<file path="config.mk">
export PLATFORM = sky130hd
export DESIGN_NAME = station_dispatch
export DESIGN_NICKNAME = d
export VERILOG_FILES = /design/src/rtl/station_dispatch.sv
export SDC_FILE = /design/constraint.sdc
export NUM_CORES = 1
export LEC_CHECK = 0
export ABC_AREA = 0
export ABC_CLOCK_PERIOD_IN_PS = 2800
export CORE_UTILIZATION = 30
export CTS_CLUSTER_SIZE = 10
export DETAILED_ROUTE_END_ITERATION = 6
export DONT_BUFFER_PORTS = 1
export PLACE_DENSITY_LB_ADDON = 0.2
export SYNTH_ARGS = -nofsm -noshare
export SYNTH_HDL_FRONTEND = slang
export SYNTH_SLANG_ARGS = --single-unit
</file>
<file path="constraint.sdc">
create_clock -name clk -period 2.8 [get_ports clk]
set_input_delay 0.42 -clock clk [delete_from_list [all_inputs] [get_ports clk]]
set_output_delay 0.42 -clock clk [all_outputs]
set_load 0.05 [all_outputs]
</file>
<file path="src/rtl/station_dispatch.sv">
`default_nettype none
// ============================================================================
//  Module      : station_dispatch
//  Description : In-order iop buffer between decode and the reservation
//                station pool. Each cycle the FIFO head is handed to at most
//                one free station. The station is chosen round-robin,
//                scanning upward from the station after the last one fed.
//
//  Ports       : clk, a_rst (sync, active-high)
//                dec_valid/dec_ready/dec_iop/dec_iop_init/dec_pc/dec_k16
//                                     - decode handshake and iop payload
//                flush                - drop every buffered iop
//                st_complete          - per-station free (id_complete)
//                st_feed              - one-hot feed strobe (0 or 1 bit set)
//                st_iop/st_iop_init/st_pc/st_k16
//                                     - payload broadcast to all stations
//                fifo_count           - occupied FIFO entries
//
//  Options     : DISPATCH_BYPASS_EN - when the FIFO is empty, the decode
//                payload goes straight to a free station in the same cycle.
//
//  Revision    : 1.0 - initial release
// ============================================================================
module station_dispatch #(
    parameter int STATIONS = 4,
    parameter int DEPTH    = 4,
    parameter int CW       = 3
) (
    input  logic                clk,
    input  logic                a_rst,
    input  logic                dec_valid,
    output logic                dec_ready,
    input  logic [31:0]         dec_iop,
    input  logic [2:0]          dec_iop_init,
    input  logic [15:0]         dec_pc,
    input  logic [15:0]         dec_k16,
    input  logic                flush,
    input  logic [STATIONS-1:0] st_complete,
    output logic [STATIONS-1:0] st_feed,
    output logic [31:0]         st_iop,
    output logic [2:0]          st_iop_init,
    output logic [15:0]         st_pc,
    output logic [15:0]         st_k16,
    output logic [CW-1:0]       fifo_count
);

    localparam int AW = (DEPTH > 1) ? $clog2(DEPTH) : 1;
    localparam int SW = (STATIONS > 1) ? $clog2(STATIONS) : 1;
    localparam int DW = 32 + 3 + 16 + 16;

    localparam logic [CW-1:0] c_full_count = CW'(DEPTH);
    localparam logic [CW-1:0] c_count_one  = CW'(1);
    localparam logic [AW-1:0] c_ptr_one    = AW'(1);
    localparam logic [SW:0]   c_stations   = (SW+1)'(STATIONS);
    localparam logic [SW-1:0] c_last_st    = SW'(STATIONS - 1);
    localparam logic [SW-1:0] c_st_one     = SW'(1);

    logic [DW-1:0]  r_mem [DEPTH];
    logic [AW-1:0]  r_wr_ptr;
    logic [AW-1:0]  r_rd_ptr;
    logic [CW-1:0]  r_count;
    logic [SW-1:0]  r_rr_ptr;

    logic           w_full;
    logic           w_empty;
    logic           w_any_free;
    logic           w_dispatch;
    logic           w_bypass;
    logic           w_push;
    logic           w_pop;
    logic [SW-1:0]  w_sel;
    logic           w_found;
    logic [SW:0]    w_cand;
    logic [DW-1:0]  w_head;
    logic [DW-1:0]  w_dec_word;
    logic [DW-1:0]  w_out_word;

    assign w_full     = (r_count == c_full_count);
    assign w_empty    = (r_count == '0);
    assign w_any_free = |st_complete;
    assign w_head     = r_mem[r_rd_ptr];
    assign w_dec_word = {dec_iop, dec_iop_init, dec_pc, dec_k16};

    // A full FIFO refuses input even if it pops this cycle; this keeps
    // dec_ready independent of st_complete.
    assign dec_ready  = ~w_full & ~flush & ~a_rst;

    assign w_dispatch = ~w_empty & ~flush & ~a_rst & w_any_free;
    assign w_pop      = w_dispatch;

`ifdef DISPATCH_BYPASS_EN
    // An empty FIFO lets the decode payload pass directly to a free
    // station; that iop is consumed without ever occupying an entry.
    assign w_bypass = w_empty & ~flush & ~a_rst & dec_valid & w_any_free;
`else
    assign w_bypass = 1'b0;
`endif

    assign w_push = dec_valid & dec_ready & ~w_bypass;

    // Round-robin scan: candidate = (rr_ptr + i) mod STATIONS. rr_ptr is
    // always below STATIONS, so a single conditional subtract wraps it.
    always_comb begin
        w_found = 1'b0;
        w_sel   = r_rr_ptr;
        w_cand  = '0;
        for (int i = 0; i < STATIONS; i++) begin
            w_cand = {1'b0, r_rr_ptr} + (SW+1)'(i);
            if (w_cand >= c_stations) begin
                w_cand = w_cand - c_stations;
            end
            if (!w_found && st_complete[w_cand[SW-1:0]]) begin
                w_found = 1'b1;
                w_sel   = w_cand[SW-1:0];
            end
        end
    end

    always_comb begin
        st_feed = '0;
        if (w_dispatch || w_bypass) begin
            st_feed[w_sel] = 1'b1;
        end
    end

    assign w_out_word = w_bypass ? w_dec_word : w_head;
    assign {st_iop, st_iop_init, st_pc, st_k16} = w_out_word;
    assign fifo_count = r_count;

    // Storage is not reset: an entry is only read after it has been written.
    always_ff @(posedge clk) begin
        if (w_push) begin
            r_mem[r_wr_ptr] <= w_dec_word;
        end
    end

    always_ff @(posedge clk) begin
        if (a_rst) begin
            r_wr_ptr <= '0;
            r_rd_ptr <= '0;
            r_count  <= '0;
            r_rr_ptr <= '0;
        end else if (flush) begin
            // The round-robin position deliberately survives a flush.
            r_wr_ptr <= '0;
            r_rd_ptr <= '0;
            r_count  <= '0;
        end else begin
            if (w_push) begin
                r_wr_ptr <= r_wr_ptr + c_ptr_one;
            end
            if (w_pop) begin
                r_rd_ptr <= r_rd_ptr + c_ptr_one;
            end
            if (w_push && !w_pop) begin
                r_count <= r_count + c_count_one;
            end else if (w_pop && !w_push) begin
                r_count <= r_count - c_count_one;
            end
            if (w_dispatch || w_bypass) begin
                r_rr_ptr <= (w_sel == c_last_st) ? '0 : (w_sel + c_st_one);
            end
        end
    end

endmodule
`default_nettype wire

</file>
# After elaboration in Yosys (flattened, before gate mapping)
# Memories as Yosys holds them, arrays and structs flattened. A register that Yosys moved wholly into a read port is not among the register bits.
# Index checks and enable logic that the tools add are counted.
# totals
reg_bits	9
ramBits	268
in_bits	75
output_inout_bits	75
elab_cells	84
mem_count	1
# mem_list
name	words	word_bits	read_ports	rd_clocked_by_memory_dff	wr	line_no	text
r_mem	4	67	1	1	1	58	logic [DW-1:0] r_mem [DEPTH];
# classes
n_addsub	12
magnitude_cmp	10
eq_ne	2
n_mux	29
bitwise	10
reduce_logical	16
# op_table
operator	count
$mux 2	11
$lt 2x3->1 const B	5
$mux 1	10
$ge 3x3->1 const B	3
$bmux 1 s2	4
$sub 2x1->2 const B	4
$add 2x1->2 const B	3
$add 2x2->3 const B	2
$and 1x1->1	6
$logic_and 1x1->1	6
$mux 3	2
$logic_not 1->1	5
$mux 4	1
$not 1->1	4
$reduce_or 4->1	1
$add 2x1->3 const B	1
$add 3x1->3 const B	1
$eq 3x3->1 const B	1
$ge 2x3->1 const B	1
$logic_not 3->1	1
$sub 3x1->3 const B	1
$demux 1 s2	1
$eq 2x2->1 const B	1
$ge 2x1->1 const B	1
3 further kinds	3

# Depth between registers and ports, before layout
# depth
depth_word	19
mapped_depth	10
depth_no_buf	9

# Worst setup path before layout
# Ideal clock, no wire load.
# synth_path
path_kind	register to register
from	register r_count[0], in the netlist fifo_count[0]
to	memory r_mem[1][0] (netlist bit), enable pin
setup_time_ps	432
arrival_ps	2783
required_time_ps	2368
setup_slack_ps	-415
path_stages_with_launch	4
n_path_buf	1
period_less_slack_ps	3215
path_cell_list	dfxtp_1 > o311a_1 > clkbuf_1 > and2_1
# synth_between
elab_chain_cells	7
# synth_rtl
element	line_no	text
start: declaration	61	logic [CW-1:0] r_count;
start signal: assignment	156	r_count <= r_count + c_count_one;
start signal: assignment	158	r_count <= r_count - c_count_one;
$eq 3x3->1	78	assign w_full = (r_count == c_full_count);
$not 1->1	86	assign dec_ready = ~w_full & ~flush & ~a_rst;
$and 1x1->1 (2 in series)	86	
$and 1x1->1	99	assign w_push = dec_valid & dec_ready & ~w_bypass;
named net w_push	69	logic w_push;
$mux 1	132	if (w_push) begin
$mux 1 (implied by the code)	133	r_mem[r_wr_ptr] <= w_dec_word;
end: declaration	58	
# The timed path passes the listed nets, and every way through them passes these cells.

# Worst setup path in the final report
# layout_path
from	register r_rr_ptr[1]
to	output st_feed[3]
# layout_between
elab_chain_cells	19
elab_cells_between_ends	42
cone_classes	add/sub (7); order compare (6); mux (22); reduce/logical (7)
# layout_rtl
element	line_no	text
start: declaration	62	logic [SW-1:0] r_rr_ptr;
start signal: assignment	161	r_rr_ptr <= (w_sel == c_last_st) ? '0 : (w_sel + c_st_one);
branches (longest 13 deep; another with $add 2x1->3)	n/a	
$mux 2 *	112	if (!w_found && st_complete[w_cand[SW-1:0]]) begin
$lt 2x3->1 (implied by the code) / $ge 2x1->1 (equally long branches)	122	st_feed[w_sel] = 1'b1;
$logic_and 1x1->1 (implied by the code)	122	
$mux 1 (implied by the code)	122	
$demux 1 s2 *	122	
$mux 4 *	121	if (w_dispatch || w_bypass) begin
end: declaration	39	output logic [STATIONS-1:0] st_feed,
# Every way passes the cells marked *. The select of a mux whose other input is x is not followed.

==> qor.csv <==
stage,metric,value,unit
power_and_ir_drop,vdd_drop_max,0.371,mV
synth,synth_nets,520,
clocking,cts_resized,0,
place,gp_congestion,0.696,
timing,final-hold-violation-count,0,
synth,netlist_area,10400,µm²
timing,clock.fmax,401,MHz
power_and_ir_drop,switching_share,0.200,
global_route,grt_pass1_vias,5117,
route,vias_per_cell,4.63,
synth,yosys_warnings,0,
floorplan,start_util,0.307,
clocking,root_buffer,clkbuf_16,
timing,min_period,2.49,ns
finish,n_antenna_cell,0,
power_and_ir_drop,internal_power,6980,µW
global_route,antenna_found_initial,0,
synth,async_reset_ff_frac,0,
worst_setup_path,endpoint_kind,output pin,
floorplan,fp-row-count,67,
route,wl,20600,µm
synth,ys_seq_area_frac,0.798,
route,drtIter0Drc,231,
synth,yosysUniqueCellTypes,30,
global_route,grt_max_degree,35,
worst_setup_path,cp_slowest_stage_delay,0.46,ns
worst_setup_path,required,2.38,ns
timing,finalSetupTns,0,ns
synth,synthAdderAreaFrac,0.0128,
global_route,track_usage,0.117,
route,drc,0,
power_and_ir_drop,power.share.sequential,0.530,
synth,synth_edf_count,268,
clocking,cts_sinks,279,
global_route,grt_overflow,0,
synth,synth_area_per_cell,23.8,µm²
timing,rsz0062_at_grt,false,
route,drtAntennaViolNets,0,
finish,nets,624,
place,portBuffers,0,
timing,worst_pin_slew,0.550,ns
place,place_area,11100,µm²
power_and_ir_drop,power_density,688,nW/µm²
worst_setup_path,crit_path_start_kind,flip-flop,
clocking,numCtsBuffers,34,
synth,synth.area.mux_share,0.149,
power_and_ir_drop,p_total,8730,µW
place,hpwl,12400,µm
timing,relSlewSlack,0.633,
finish,syn2layout_area_growth,22.4,%
floorplan,die_area,35300,µm²
synth,synth_cells,435,
clocking,clock_path_buffers,3,
worst_hold_path,hold_class,in -> reg,
finish,final_common_cell,edfxtp_1,
synth,synth_compound_area_frac,0.0112,
floorplan,die_w,188,µm
timing,fin_hold_ws,0.0286,ns
synth,synth_top_family_by_area,multiplexers,
power_and_ir_drop,comb_power_share,0.044,
worst_setup_path,path_class,reg -> out,
global_route,grt_pass1_wl,30700,µm
clocking,cts.reportedPaths.clkPinSlew,0.05,ns
timing,setup_viol,0,
worst_setup_path,crit_chain,nand2_1 -> a21oi_1 -> o221a_2 -> ha_1 -> and2_1,
finish,final_cell_area,12700,µm²
clocking,h-tree-depth,2,
route,drt-pass1-iter-count,4,
worst_setup_path,crit_fanout,8,
synth,synth_simple_gate_area_frac,0.0140,
timing,min_period_over_period,0.890,
floorplan,core_area,33800,µm²
power_and_ir_drop,p_leak,0.00390,µW
route,via_count,4608,
worst_setup_path,worst-path-buf-inv,0,
worst_setup_path,cp_top_family,simple AND/OR/NAND/NOR gates,
worst_setup_path,critPathArrivalTime,2.07,ns
finish,drive_gt1_frac,0.235,
worst_setup_path,critPathSlowestCell,dfxtp_1,
clocking,cts_tree,done,
route,wl_per_cell,20.7,µm
timing,maxSlewViolCount,0,
synth,synth_xor_area_frac,0.00338,
floorplan,die_h,188,µm
finish,final_cell_mix,"edfxtp_1 (268), dlygate4sd3_1 (69), mux4_2 (67), clkbuf_16 (35), nor2_1 (13)",
synth,yosys_most_used_dff,edfxtp_1,
floorplan,ios,150,
power_and_ir_drop,p_clk_frac,0.426,
outcome,outcome,"complete, no violations",
timing,skew,0.0186,ns
clocking,clk-insertion-delay-late,0.50,ns
synth,ys_ff_latch,279,
run,maxCapViolations,0,
power_and_ir_drop,switching_power,1740,µW
==> worst register-to-register path: stages (launching register included) <==
cell and delay [ns]:
dfxtp_1 0.31, inv_1 0.10, o311a_1 0.35, ha_1 0.25
inv_1 0.07, fa_1 0.37, xor2_1 0.18, or3_1 0.31
a21oi_1 0.14
==> stage by stage <==
| step | std cells | setup WS (ns) | util |
|---|---|---|---|
| final | 996 | 0.309 | 0.375 |
| after global placement | 882 | 0.407 | 0.328 |
| after global routing | 996 | 0.215 | 0.375 |
| after detailed placement | 882 | 0.362 | 0.328 |
| after CTS | 985 | 0.310 | 0.372 |
| after floorplan | 435 | 0.311 | - |
==> synthesized netlist by cell type, types with 2 or more instances <==
library cell / number / area, µm²
a21oi_1: 7 / 35.0
and2_1: 8 / 50.1
buf_1: 2 / 7.51
buf_2: 7 / 35.0
buf_4: 3 / 22.5
clkbuf_1: 5 / 18.8
dfxtp_1: 11 / 220
edfxtp_1: 268 / 8050
ha_1: 9 / 113
inv_1: 8 / 30.0
mux2i_1: 3 / 30.0
mux4_2: 67 / 1510
nand2_1: 4 / 15.0
nor2_1: 13 / 48.8
nor2b_1: 2 / 12.5
o21ai_0: 2 / 10.0
xnor2_1: 2 / 17.5
xor2_1: 2 / 17.5
==> power by group through the flow <==
stage          Combinational (µW)  Clock [µW]  Sequential [µW]
3_5_place_dp                  275           0             4710
4_1_cts                       373        3850             4630
3_3_place_gp                  270           0             4710
6_report                      384        3720             4630
5_1_grt                       409        3990             4630
2_1_floorplan                 225           0             4720
==> layout make-up <==
cell class	count	area (µm²)
clock buffer	41	898
clock inverter	4	21.3
fill	3070	21100
inverter	8	30.0
multi-input combinational	130	1980
sequential	279	8280
tap	448	561
timing repair buffer	86	918
==> path summary, 6_finish.rpt <==
path / end / startpoint / cells past startpoint / slack, ns
min reg2reg: flip-flop / r_rd_ptr[1] / 1 / 0.47
max reg2reg: fifo_count[2] / fifo_count[2] / 8 / 0.65
max: st_feed[3] / r_rr_ptr[1] / 5 / 0.31
min: r_mem[3][52] / dec_iop[17] / 0 / 0.03
==> flip-flops by register name, indices dropped and copies added (netlist names), named ones only <==
name	flops
r_wr_ptr	2
r_rd_ptr	2
r_mem	268
fifo_count	3
r_rr_ptr	2
==> what timing repair did <==
item                                   4_1_cts  5_1_grt
hold buffers                                58       11
setup buffers                                0        0
endpoints found under the hold margin      212       36
==> logic make-up after synthesis <==
kind of cell | Yosys count
xor+xnor | 4
flops | 279
fa+ha+maj | 10
buf+inv | 26
mux | 70
compound gates | 16
simple gates | 30
==> per-layer routing <==
metal	up-vias	routed length, µm	part of all wire	GRT usage
li1	2021	-	-	-
met1	2412	8480	0.41	0.139
met2	132	10100	0.49	0.196
met3	43	1500	0.073	0.0430
met4	0	502	0.024	0.0388
met5	-	0	0	0
No activity file was read; power rests on OpenSTA's default activity.
